--- src/rtl/testdrive_cmd_regs_pkg.sv ---
// testdrive_cmd_regs_pkg: address map, register bit positions and word type for the command register block.
package testdrive_cmd_regs_pkg;
    typedef logic [31:0] reg_word_t;
    localparam logic [2:0] A_CTRL     = 3'd0;
    localparam logic [2:0] A_STATUS   = 3'd1;
    localparam logic [2:0] A_CMD_PUSH = 3'd2;
    localparam logic [2:0] A_DONE_CNT = 3'd3;
    localparam logic [2:0] A_IRQ_STAT = 3'd4;
    localparam logic [2:0] A_SCRATCH  = 3'd5;
    localparam logic [2:0] A_TS       = 3'd6;
    localparam logic [2:0] A_LAST_TS  = 3'd7;
    localparam int CTRL_ENABLE = 0;
    localparam int CTRL_IRQ_EN = 1;
    localparam int CTRL_FLUSH  = 2;
    localparam int ST_EMPTY    = 16;
    localparam int ST_FULL     = 17;
    localparam int ST_ENABLE   = 18;
    localparam int IRQ_DONE    = 0;
    localparam int IRQ_OVF     = 1;
endpackage

--- src/rtl/testdrive_cmd_regs_sync_fifo.sv ---
// testdrive_sync_fifo: single-clock FIFO with level, full/empty and synchronous flush.
// Push to a full FIFO and pop from an empty one are ignored; flush beats both.
module testdrive_sync_fifo #(
    parameter int DEPTH = 16,
    parameter int WIDTH = 32
) (
    input  logic                       clk,
    input  logic                       rst,
    input  logic                       flush,
    input  logic                       push,
    input  logic                       pop,
    input  logic [WIDTH-1:0]           din,
    output logic [WIDTH-1:0]           dout,
    output logic [$clog2(DEPTH):0]     level,
    output logic                       full,
    output logic                       empty
);
    localparam int AW = $clog2(DEPTH);
    localparam int LW = AW + 1;
    logic [WIDTH-1:0] mem_q [DEPTH];
    logic [WIDTH-1:0] mem_d [DEPTH];
    logic [AW-1:0]    wr_ptr_q, wr_ptr_d, rd_ptr_q, rd_ptr_d;
    logic [LW-1:0]    level_q, level_d;
    logic             push_ok, pop_ok;
    assign full    = level_q == LW'(DEPTH);
    assign empty   = level_q == '0;
    assign level   = level_q;
    assign dout    = mem_q[rd_ptr_q];
    assign push_ok = push & ~full & ~flush;
    assign pop_ok  = pop & ~empty & ~flush;
    always_comb begin
        mem_d    = mem_q;
        wr_ptr_d = flush ? '0 : push_ok ? wr_ptr_q + AW'(1) : wr_ptr_q;
        rd_ptr_d = flush ? '0 : pop_ok ? rd_ptr_q + AW'(1) : rd_ptr_q;
        level_d  = flush ? '0 : level_q + LW'(push_ok) - LW'(pop_ok);
        if (push_ok) mem_d[wr_ptr_q] = din;
    end
    always_ff @(posedge clk) begin
        if (rst) begin
            wr_ptr_q <= '0;
            rd_ptr_q <= '0;
            level_q  <= '0;
        end else begin
            wr_ptr_q <= wr_ptr_d;
            rd_ptr_q <= rd_ptr_d;
            level_q  <= level_d;
        end
    end
    always_ff @(posedge clk) mem_q <= mem_d;
endmodule

--- src/rtl/testdrive_slave_cmd_regs.sv ---
// testdrive_slave_cmd_regs: register-mapped command queue with done counter and maskable interrupt.
// TESTDRIVE_CMD_REGS_TIMESTAMP_EN adds a cycle counter at address 6 and last-done timestamp at 7.
module testdrive_slave_cmd_regs
    import testdrive_cmd_regs_pkg::*;
#(
    parameter int C_ADDR_BITS  = 10,
    parameter int C_FIFO_DEPTH = 16
) (
    input  logic                   CLK,
    input  logic                   RST,
    input  logic                   WE,
    input  logic [C_ADDR_BITS-1:0] WADDR,
    input  logic [31:0]            WDATA,
    input  logic                   RE,
    input  logic [C_ADDR_BITS-1:0] RADDR,
    output logic [31:0]            RDATA,
    output logic                   CMD_VALID,
    input  logic                   CMD_READY,
    output logic [31:0]            CMD_DATA,
    input  logic                   DONE,
    output logic                   IRQ
);
    localparam int LW = $clog2(C_FIFO_DEPTH) + 1;
    logic            enable_q, enable_d, irq_en_q, irq_en_d, irq_q, irq_d;
    logic [1:0]      irq_stat_q, irq_stat_d;
    reg_word_t       done_cnt_q, done_cnt_d, scratch_q, scratch_d, rdata_q, rdata_d;
    reg_word_t       status, rd_val;
    logic            w_hit, r_hit, wr_ctrl, wr_dcnt, wr_istat, wr_scr;
    logic            push, pop, flush, overflow, full, empty;
    logic [LW-1:0]   level;
    logic [2:0]      w_sel, r_sel;
`ifdef TESTDRIVE_CMD_REGS_TIMESTAMP_EN
    reg_word_t       ts_q, ts_d, last_ts_q, last_ts_d;
`endif
    testdrive_sync_fifo #(.DEPTH(C_FIFO_DEPTH), .WIDTH(32)) u_fifo (
        .clk(CLK), .rst(RST), .flush(flush), .push(push), .pop(pop), .din(WDATA),
        .dout(CMD_DATA), .level(level), .full(full), .empty(empty)
    );
    assign CMD_VALID = enable_q & ~empty;
    assign RDATA     = rdata_q;
    assign IRQ       = irq_q;
    always_comb begin
        w_hit     = WE && ((WADDR >> 3) == '0);
        r_hit     = RE && ((RADDR >> 3) == '0);
        w_sel     = WADDR[2:0];
        r_sel     = RADDR[2:0];
        wr_ctrl   = w_hit && w_sel == A_CTRL;
        wr_dcnt   = w_hit && w_sel == A_DONE_CNT;
        wr_istat  = w_hit && w_sel == A_IRQ_STAT;
        wr_scr    = w_hit && w_sel == A_SCRATCH;
        push      = w_hit && w_sel == A_CMD_PUSH;
        flush     = wr_ctrl && WDATA[CTRL_FLUSH];
        overflow  = push && full;
        pop       = CMD_VALID && CMD_READY;
        enable_d  = wr_ctrl ? WDATA[CTRL_ENABLE] : enable_q;
        irq_en_d  = wr_ctrl ? WDATA[CTRL_IRQ_EN] : irq_en_q;
        scratch_d = wr_scr ? WDATA : scratch_q;
        // a clear racing a DONE leaves a count of one, never zero
        done_cnt_d = wr_dcnt ? 32'(DONE) : (DONE && done_cnt_q != '1) ? done_cnt_q + 32'd1 : done_cnt_q;
        irq_stat_d = (irq_stat_q & ~(wr_istat ? WDATA[1:0] : 2'b00)) | {overflow, DONE};
        irq_d      = irq_en_q & |irq_stat_q;
        status            = '0;
        status[8:0]       = 9'(level);
        status[ST_EMPTY]  = empty;
        status[ST_FULL]   = full;
        status[ST_ENABLE] = enable_q;
        case (r_sel)
            A_CTRL:     rd_val = {30'd0, irq_en_q, enable_q};
            A_STATUS:   rd_val = status;
            A_DONE_CNT: rd_val = done_cnt_q;
            A_IRQ_STAT: rd_val = {30'd0, irq_stat_q};
            A_SCRATCH:  rd_val = scratch_q;
`ifdef TESTDRIVE_CMD_REGS_TIMESTAMP_EN
            A_TS:       rd_val = ts_q;
            A_LAST_TS:  rd_val = last_ts_q;
`endif
            default:    rd_val = '0;
        endcase
        rdata_d = RE ? (r_hit ? rd_val : '0) : rdata_q;
    end
`ifdef TESTDRIVE_CMD_REGS_TIMESTAMP_EN
    always_comb begin
        ts_d      = ts_q + 32'd1;
        last_ts_d = DONE ? ts_q : last_ts_q;
    end
    always_ff @(posedge CLK) begin
        if (RST) begin
            ts_q      <= '0;
            last_ts_q <= '0;
        end else begin
            ts_q      <= ts_d;
            last_ts_q <= last_ts_d;
        end
    end
`endif
    always_ff @(posedge CLK) begin
        if (RST) begin
            enable_q   <= 1'b0;
            irq_en_q   <= 1'b0;
            irq_q      <= 1'b0;
            irq_stat_q <= '0;
            done_cnt_q <= '0;
            scratch_q  <= '0;
            rdata_q    <= '0;
        end else begin
            enable_q   <= enable_d;
            irq_en_q   <= irq_en_d;
            irq_q      <= irq_d;
            irq_stat_q <= irq_stat_d;
            done_cnt_q <= done_cnt_d;
            scratch_q  <= scratch_d;
            rdata_q    <= rdata_d;
        end
    end
endmodule

--- config.mk ---
export PLATFORM = sky130hd
export DESIGN_NAME = testdrive_slave_cmd_regs
export DESIGN_NICKNAME = d
export VERILOG_FILES = /design/src/rtl/testdrive_cmd_regs_pkg.sv /design/src/rtl/testdrive_cmd_regs_sync_fifo.sv /design/src/rtl/testdrive_slave_cmd_regs.sv
export SDC_FILE = /design/constraint.sdc
export NUM_CORES = 1
export LEC_CHECK = 0
export ABC_AREA = 0
export BUFFER_PORTS_ARGS = -buffer_cell sky130_fd_sc_hd__buf_2
export CAP_MARGIN = 20
export CORE_MARGIN = 3
export CORE_UTILIZATION = 40
export DETAILED_ROUTE_END_ITERATION = 8
export PLACE_DENSITY = 0.61
export SLEW_MARGIN = 0
export SYNTH_ARGS = -nofsm -noshare
export SYNTH_HDL_FRONTEND = slang
export SYNTH_HIERARCHICAL = 1
export SYNTH_SLANG_ARGS = --single-unit
--- constraint.sdc ---
create_clock -name CLK -period 9.7 [get_ports CLK]
set_clock_uncertainty 0.1 [all_clocks]
set_input_delay 1.455 -clock CLK [delete_from_list [all_inputs] [get_ports CLK]]
set_output_delay 1.455 -clock CLK [all_outputs]
set_load 0.01 [all_outputs]
# Yosys cells after proc, flatten, opt, wreduce, memory -nomap -nowiden
# Index checks and enable logic that the tools add are counted.
[word_totals] regBits=626 inputBits=58 out_inout_bits=66
[op_classes] add_sub_neg=5 magnitude_cmp=3 eq_ne=10 muxes=11 bitwise_logic=14 n_reduce_logical=21
[ops] cell="$bwmux W512" n=1
[ops] cell="$pmux W32 S5" n=1
[ops] cell="$bmux W32 S4" n=1
[ops] cell="$demux W32 S4" n=1
[ops] cell="$mux W32" n=4
[ops] cell="$add A32 B1 Y32 const B" n=1
[ops] cell="$ne A32 B32 Y1 const B" n=1
[ops] cell="$logic_not A10 Y1" n=2
[ops] cell="$eq A3 B3 Y1 const B" n=4
[ops] cell="$logic_and A1 B1 Y1" n=12
[ops] cell="$ge A5 B5 Y1 const B" n=2
[ops] cell="$not A4 Y5" n=2
[ops] cell="$eq A3 B2 Y1 const B" n=3
[ops] cell="$add A4 B1 Y4 const B" n=2
[ops] cell="$and A1 B1 Y1" n=6
[ops] cell="$logic_not A3 Y1" n=2
[ops] cell="$reduce_or A2 Y1" n=3
[ops] cell="$add A5 B1 Y5" n=1
[ops] cell="$eq A5 B5 Y1 const B" n=1
[ops] cell="$logic_not A5 Y1" n=1
[ops] cell="$lt A5 B1 Y1 const B" n=1
[ops] cell="$sub A5 B1 Y5" n=1
[ops] cell="$eq A3 B1 Y1 const B" n=1
[ops] cell="$not A1 Y1" n=3
[ops] cell="other kinds (6)" n=7

# Depth between registers and ports, before layout
# Gate-level depths: netlist of the first run.
[depth] depth_word=8 depth_mapped=16 mapped_depth_nobuf=16

# Hierarchy
# Netlist of the first run, hierarchy kept.
[by_module_without_submodules] module="testdrive_sync_fifo" n_inst=1 cells_per_inst=890 area_per_inst_um2=19920.4
[by_module_without_submodules] module="testdrive_slave_cmd_regs" n_inst=1 cells_per_inst=583 area_per_inst_um2=4733.3

# Worst setup path before layout of the first run
# No wires, ideal clock.
[synth_timing] path_kind="input -> register" start="in WADDR[8]" end="reg u_fifo/mem_q[480] in the netlist's numbering (enable)" setup_time_ns=0.461 t_arrival_ns=4.971 required_ns=9.139 setup_slack_ns=4.168 path_stages=7 path_buffers=0 cell_sequence="nor4b_1 -> nand3b_1 -> nor3b_1 -> nor2b_1 -> and2_1 -> nand2_1 -> nor3_1"
[synth_between] word_cells_on_any_way=8 cone_classes="bitwise (3); reduce/logical (5)"
[synth_lines] item="from (decl)" line="testdrive_slave_cmd_regs.sv:12" text="input logic [C_ADDR_BITS-1:0] WADDR,"
[synth_lines] item="$logic_not A10 Y1" line="testdrive_slave_cmd_regs.sv:43" text="w_hit = WE && ((WADDR >> 3) == '0);"
[synth_lines] item="$logic_and A1 B1 Y1" line="testdrive_slave_cmd_regs.sv:43"
[synth_lines] item="$logic_and A1 B1 Y1" line="testdrive_slave_cmd_regs.sv:51" text="push = w_hit && w_sel == A_CMD_PUSH;"
[synth_lines] item="named net push" line="testdrive_slave_cmd_regs.sv:29" text="logic push, pop, flush, overflow, full, empty;"
[synth_lines] item="$and A1 B1 Y1 (2 in series)" line="testdrive_cmd_regs_sync_fifo.sv:29" text="assign push_ok = push & ~full & ~flush;"
[synth_lines] item="to (signal assigned)" line="testdrive_cmd_regs_sync_fifo.sv:49" text="always_ff @(posedge clk) mem_q <= mem_d;"
[synth_lines] item="to (decl)" line="testdrive_cmd_regs_sync_fifo.sv:20" text="logic [WIDTH-1:0] mem_q [DEPTH];"
# The timed path passes the listed nets, and every way through them passes these cells.
# A chain may end at the register's enable or synchronous reset.

# Worst setup path after layout of the first run
[layout_timing] start="reg u_fifo.rd_ptr_q[0]" end="out CMD_DATA[16]"
[layout_between] elab_chain_cells=4
[layout_rtl] item="from (decl)" line="testdrive_cmd_regs_sync_fifo.sv:22" text="logic [AW-1:0] wr_ptr_q, wr_ptr_d, rd_ptr_q, rd_ptr_d;"
[layout_rtl] item="from (signal assigned)" line="testdrive_cmd_regs_sync_fifo.sv:45" text="rd_ptr_q <= rd_ptr_d;"
[layout_rtl] item="$not A4 Y5 (not written as such)" line="testdrive_cmd_regs_sync_fifo.sv:28" text="assign dout = mem_q[rd_ptr_q];"
[layout_rtl] item="$bmux W32 S4" line="testdrive_cmd_regs_sync_fifo.sv:28"
[layout_rtl] item="$mux W32 (not written as such) (2 in series)" line="testdrive_cmd_regs_sync_fifo.sv:28"
[layout_rtl] item="to (decl)" line="testdrive_slave_cmd_regs.sv:19" text="output logic [31:0] CMD_DATA,"
# Every way passes these cells. The select of a mux whose other input is x is not followed.

==> results.toml, run 1 <==
[synth]
ys.flop_type = "edfxtp_1"
post_synth_instance_area_sq_um = 24700
netlist_instances = 1473
synth_seq_cells = 626
synthDistinctLibCells = 61
synth-edff-count = 512
post_synth.cell_area_avg_sq_um = 16.7
ys_async_sr_fraction_pct = 0
synth_fp_nets = 1544
synth_sequential_area_ratio_pct = 71.6
yosys_warnings = 6

[drt]
detail_route.wirelength.met1_um = 25700
totalWireLength_um = 58000
drtIter0Drc = 1287
detail_route.drc_violations = 0
drt_first_pass_iters = 5
wl_per_cell_um = 23.8
num_vias = 13595
met3_length_um = 3580
count_of_nets_left_with_antenna_violations_after_detail_routing = 0
post_drt_via_cell_ratio = 5.58
dr.max_layer_used = "met4"
routed_wire_length_on_met2_um = 27700

[run]
timing.max_cap.violations = 0

[placement]
dpl_worst_slack_ps = 4820
io_buffer_count = 123
place_hpwl_um = 35300
gp_routability_congestion = 0.820

[critical_path]
r2r.worst_path.cells = 16
kind_of_start_point_of_the_critical_path = "flip-flop"
critical_path_depth = 6
worst_ep_arrival_time_ps = 3670
critPathMaxStageDelay_ps = 750
required_ps = 8150
cells_along_the_critical_path = "buf_4 > buf_4 > mux4_2 > o22ai_1 > nor2_1 > buf_2"
cp_common_cell = "buf_4"
crit_buf_inv = 3
worst_setup_path_end_kind = "output port"
path_class = "reg -> out"
path_max_fanout = 45
path_delay_family = "buffers and inverters"
worst_path_max_delay_cell = "buf_4"

[cells_and_area]
sequential_cell_area_sq_um = 17700
area.growth.synth_to_final_pct = 15.3
final_nets = 1680
drive_gt1_share_pct = 25.0
fillers = 5088
mostFrequentLayoutCells = "edfxtp_1 (512), mux4_2 (128), buf_2 (123)"
postLayoutCoreUtil_pct = 46.8
most_frequent_standard_cell_in_the_layout_excluding_fill_and_tap_cells = "edfxtp_1"
multi_input_comb_area_sq_um = 6610
antennaDiodeCount = 0

[cts]
clock_sinks = 626
cts_tree = "yes"
post_cts_gate_resize_count = 0
number_of_buffers_inserted_during_clock_tree_synthesis = 68
clockBufferDepth = 3
cts-root-buf = "clkbuf_16"
post_cts.repair.setup_buffers = 0
cts_hold_repair.buffers = 0
clock_latency_at_the_later_pin_of_the_worst_skew_pair_ps = 590
ctsHtreeMaxLevel = 3
path_clk_slew_ps = 60

[die]
die_w_um = 254
num_io_pins = 124
rows = 90
chipHeight_um = 254
initial_core_util_pct = 40.6
dieArea_sq_um = 64600
core_area_sq_um = 60700

[power]
vdd.ir_drop.worst_mv = 0.121
cellPowerDensity_nw_per_um2 = 190
overall_power_of_the_completed_layout_uw = 5410
static-leakage-power_uw = 0.00898

[timing]
setup_repair_after_global_routing_missed_its_margin = "no"
timing.final.crit_share_pct = 53.9
worst_pin_slew_ps = 1110
tns_setup_ps = 0
timing_hold_violations_final = 0
relSlewSlack_pct = 25.6
post-route-worst-setup-slack_ps = 4480
final-max-slew-violation-count = 0
finalSetupViolCount = 0
post-route-min-period_ps = 5220
maxClockFrequency_mhz = 191

[hold_path]
min_delay_path_depth = 2
worstHoldPathType = "reg -> reg"

[grt]
grt_max_degree = 77
antenna_violations_before_repair = 0
first_global_vias = 13767
globalRoute.totalOverflow = 0
total_global_route_track_usage_pct = 18.2
grt_pass1_wl_um = 87500

[outcome]
status = "finished, final reports clean"
==> layer usage <==
metal | up-vias | track usage [%]
met5 | - | 0
met3 | 75 | 3.56
met2 | 427 | 29.2
met4 | 0 | 4.69
li1 | 6096 | -
met1 | 6997 | 25.6
==> final timing paths <==
path | slack, ps | startpoint | endpoint
worst max-delay path | 4480 | u_fifo/rd_ptr_q[0] | CMD_DATA[16]
worst min-delay path | 350 | scratch_q[30] | scratch_q[30]
worst max register to register | 6320 | u_fifo/level[2] | u_fifo/level[4]
worst min register to register | 350 | scratch_q[30] | scratch_q[30]
==> worst min-delay path, delay by kind of cell, from the launching register on <==
| kind | cells | cell delay, ps |
|---|---|---|
| compound gates | 1 | 50 |
| flops | 1 | 310 |
| simple gates | 1 | 50 |
==> cells in the mapped netlist (all sizes together), types with 5 or more instances <==
cell	count	area, sq um
buf	27	220
mux2i	12	120
mux4	128	2880
nor2b	33	206
a22o	24	211
or3	15	108
xnor2	16	140
nor3	9	45.0
and3	5	31.3
nand2	97	364
o22ai	66	413
ha	12	150
a22oi	5	37.5
clkbuf	59	223
nand2b	14	87.6
nand4	10	68.8
nand3	21	110
a21oi	84	420
or4	6	46.3
and4	6	52.6
a311oi	5	50.0
inv	15	56.3
o21ai	21	105
edfxtp	512	15400
and2	6	37.5
nor2	105	402
dfxtp	114	2280
==> cells by family (layout without fill, tap and decap cells) <==
group | count (synthesis) | count (layout) | synth area share (%)
multiplexers | 142 | 142 | 12.3
buffers and inverters | 101 | 283 | 2.02
adder cells (fa/ha/maj) | 13 | 13 | 0.690
AO/OA/AOI/OAI | 222 | 222 | 5.56
flip-flops | 626 | 626 | 71.6
XOR/XNOR | 20 | 20 | 0.710
AND/OR/NAND/NOR | 349 | 349 | 7.13
==> state kept, by name, summed over array words and instances, names as in the netlist <==
| signal | flops |
|---|---|
| u_fifo/mem_q | 512 |
| RDATA | 32 |
| done_cnt_q | 32 |
| scratch_q | 32 |
| u_fifo/level | 5 |
| u_fifo/rd_ptr_q | 4 |
| u_fifo/wr_ptr_q | 4 |
| irq_stat_q | 2 |
| IRQ | 1 |
| enable_q | 1 |
| irq_en_q | 1 |
==> through the flow <==
step                cells  instance area (sq um)  hold WS [ps]
floorplan            1473                  24700           328
detailed placement   2319                  26300           346
global route         2437                  28400           374
global placement     2311                  26100           339
finish               2437                  28400           352
CTS                  2435                  28400           354
==> power by group <==
part / total, uW / leakage (uW) / switching, uW / internal [uW]
clock network: 2430 / 0.00103 / 1010 / 1420
registers: 2900 / 0.00552 / 1.69 / 2900
logic: 77.6 / 0.00243 / 62.2 / 15.3
total: 5410 / 0.00898 / 1080 / 4340
==> layout make-up <==
cell class	count	area share (%)
multi-input cells	746	23.3
clock buffers	86	6.45
well taps	782	3.44
inverters	15	0.198
clock inverters	30	0.894
flip-flops and latches	626	62.2
repair buffers	152	3.56
No activity file was read; power rests on OpenSTA's default activity.
==> inputs of run 2 (changes only) <==
==> constraint.sdc (replaced) <==
create_clock -name CLK -period 5.45 [get_ports CLK]
set_clock_uncertainty 0.1 [all_clocks]
set_input_delay 0.8175 -clock CLK [delete_from_list [all_inputs] [get_ports CLK]]
set_output_delay 0.8175 -clock CLK [all_outputs]
set_load 0.01 [all_outputs]
==> results.toml, run 2 (same netlist as run 1, synthesis figures left out) <==
[cts]
clock_latency_at_the_later_pin_of_the_worst_skew_pair_ps = 600
cts_tree = "yes"
clock_sinks = 626
ctsHtreeMaxLevel = 3
cts_hold_repair.buffers = 0
post_cts.repair.setup_buffers = 0
path_clk_slew_ps = 50
number_of_buffers_inserted_during_clock_tree_synthesis = 66
post_cts_gate_resize_count = 0
clockBufferDepth = 3
cts-root-buf = "clkbuf_16"

[drt]
wl_per_cell_um = 23.2
drtIter0Drc = 1176
detail_route.drc_violations = 0
drt_first_pass_iters = 6
count_of_nets_left_with_antenna_violations_after_detail_routing = 0
num_vias = 13636
totalWireLength_um = 56900
post_drt_via_cell_ratio = 5.57

[placement]
place_hpwl_um = 36500
gp_routability_congestion = 0.791
io_buffer_count = 123
dpl_worst_slack_ps = 1140

[die]
core_area_sq_um = 60700
rows = 90
dieArea_sq_um = 64600
die_w_um = 254
num_io_pins = 124
chipHeight_um = 254
initial_core_util_pct = 40.6

[timing]
relSlewSlack_pct = 30.7
finalSetupViolCount = 0
final-max-slew-violation-count = 0
maxClockFrequency_mhz = 249
post-route-min-period_ps = 4010
post-route-worst-setup-slack_ps = 1440
timing_hold_violations_final = 0
worst_pin_slew_ps = 1040
setup_repair_after_global_routing_missed_its_margin = "no"
tns_setup_ps = 0
timing.final.crit_share_pct = 73.6

[cells_and_area]
antennaDiodeCount = 0
fillers = 5144
drive_gt1_share_pct = 25.0
flip_flop_count_of_the_largest_register_all_copies_and_words_added = 512
most_frequent_standard_cell_in_the_layout_excluding_fill_and_tap_cells = "edfxtp_1"
max_flop_register = "u_fifo/mem_q"
final_nets = 1685
mostFrequentLayoutCells = "edfxtp_1 (512), mux4_2 (128), buf_2 (123)"
area.growth.synth_to_final_pct = 14.7

[critical_path]
cells_along_the_critical_path = "buf_4 > mux4_2 > o22ai_1 > nor2_1 > buf_2"
crit_buf_inv = 2
worst_ep_arrival_time_ps = 3100
worst_path_max_delay_cell = "dfxtp_4"
critPathMaxStageDelay_ps = 660
required_ps = 4530
path_delay_family = "buffers and inverters"
worst_setup_path_end_kind = "output port"
path_max_fanout = 26
kind_of_start_point_of_the_critical_path = "flip-flop"
timing.reg2reg.setup_slack_ps = 2100
path_class = "reg -> out"

[power]
vdd.ir_drop.worst_mv = 0.204
power_switching_uw = 1910
clkPwrFrac_pct = 44.4
share_comb_of_total_power_pct = 1.5
proportion_of_total_power_due_to_net_switching_pct = 20.0
sequentialPowerShare_pct = 54.1
intPower_uw = 7640
cellPowerDensity_nw_per_um2 = 338
static-leakage-power_uw = 0.00895

[grt]
grt_max_degree = 75
total_global_route_track_usage_pct = 17.8
antenna_violations_before_repair = 1
grt_pass1_wl_um = 86400
first_global_vias = 13816
globalRoute.totalOverflow = 0

[outcome]
status = "finished, final reports clean"

[hold_path]
worstHoldPathType = "reg -> reg"

[run]
timing.max_cap.violations = 0
## run 2: cell count changes in the layout (fill, tap and decap cells not counted), moves of 4 or more
cell and change:
clkbuf_16 -4, buf_16 -6, clkinv_1 +6, buf_4 +15
## run 2: power groups by stage
stage               combinational [uW]  sequential (uW)  clock, uW
finish                             142             5170       4240
detailed placement                 143             5270          0
global route                       156             5160       4560
floorplan                         36.3             5270          0
global placement                   135             5270          0
CTS                                143             5170       4350
## run 2: worst register-to-register path, cell delays in order, from the launching register on
cell      delay, ps
dfxtp_1         330
inv_1            90
ha_1            160
nor4b_2         460
nor2b_1         110
and2_1          200
nand2b_1        180
nor2_1           70
ha_1            270
inv_1            60
ha_1            150
inv_1            60
fa_1            410
nand2b_1        160
a21oi_1         180
nor3_1           70
nor3b_1         200
## run 2: path summary, 6_finish.rpt
kind / startpoint / to / depth (start not counted)
max: u_fifo/rd_ptr_q[0] / CMD_DATA[17] / 5
min: scratch_q[29] / scratch_q[29] / 2
max reg2reg: u_fifo/level[3] / u_fifo/level[4] / 16
min reg2reg: scratch_q[29] / scratch_q[29] / 2
## run 2: routing by layer
| metal | share of wire [%] | GRT usage (%) | wire, um | vias to the layer above |
|---|---|---|---|---|
| met4 | 1.6 | 4.26 | 891 | 2 |
| met2 | 46 | 27.3 | 26400 | 371 |
| met5 | 0.012 | 0 | 7 | - |
| met1 | 46 | 26.2 | 26300 | 7108 |
| met3 | 5.7 | 3.90 | 3260 | 63 |
| li1 | - | - | - | 6092 |
## run 2: cell type report
class                   count  area (sq um)  share of cell area (%)
well taps                 782           978                    3.46
clock inverters            34           277                   0.978
inverters                  15          56.3                   0.199
clock buffers              86          1770                    6.25
flip-flops and latches    626         17700                    62.5
multi-input cells         746          6610                    23.4
repair buffers            159           918                    3.25
## run 2: metrics by stage
step                utilization (%)  power, uW  cell area (sq um)  cells  hold slack (ps)
floorplan                         -       5310              24700   1473              328
global placement               43.2       5400              26200   2326              339
detailed placement             43.2       5410              26200   2328              344
CTS                            46.6       9660              28300   2448              352
global route                   46.6       9880              28300   2448              365
finish                         46.6       9550              28300   2448              349
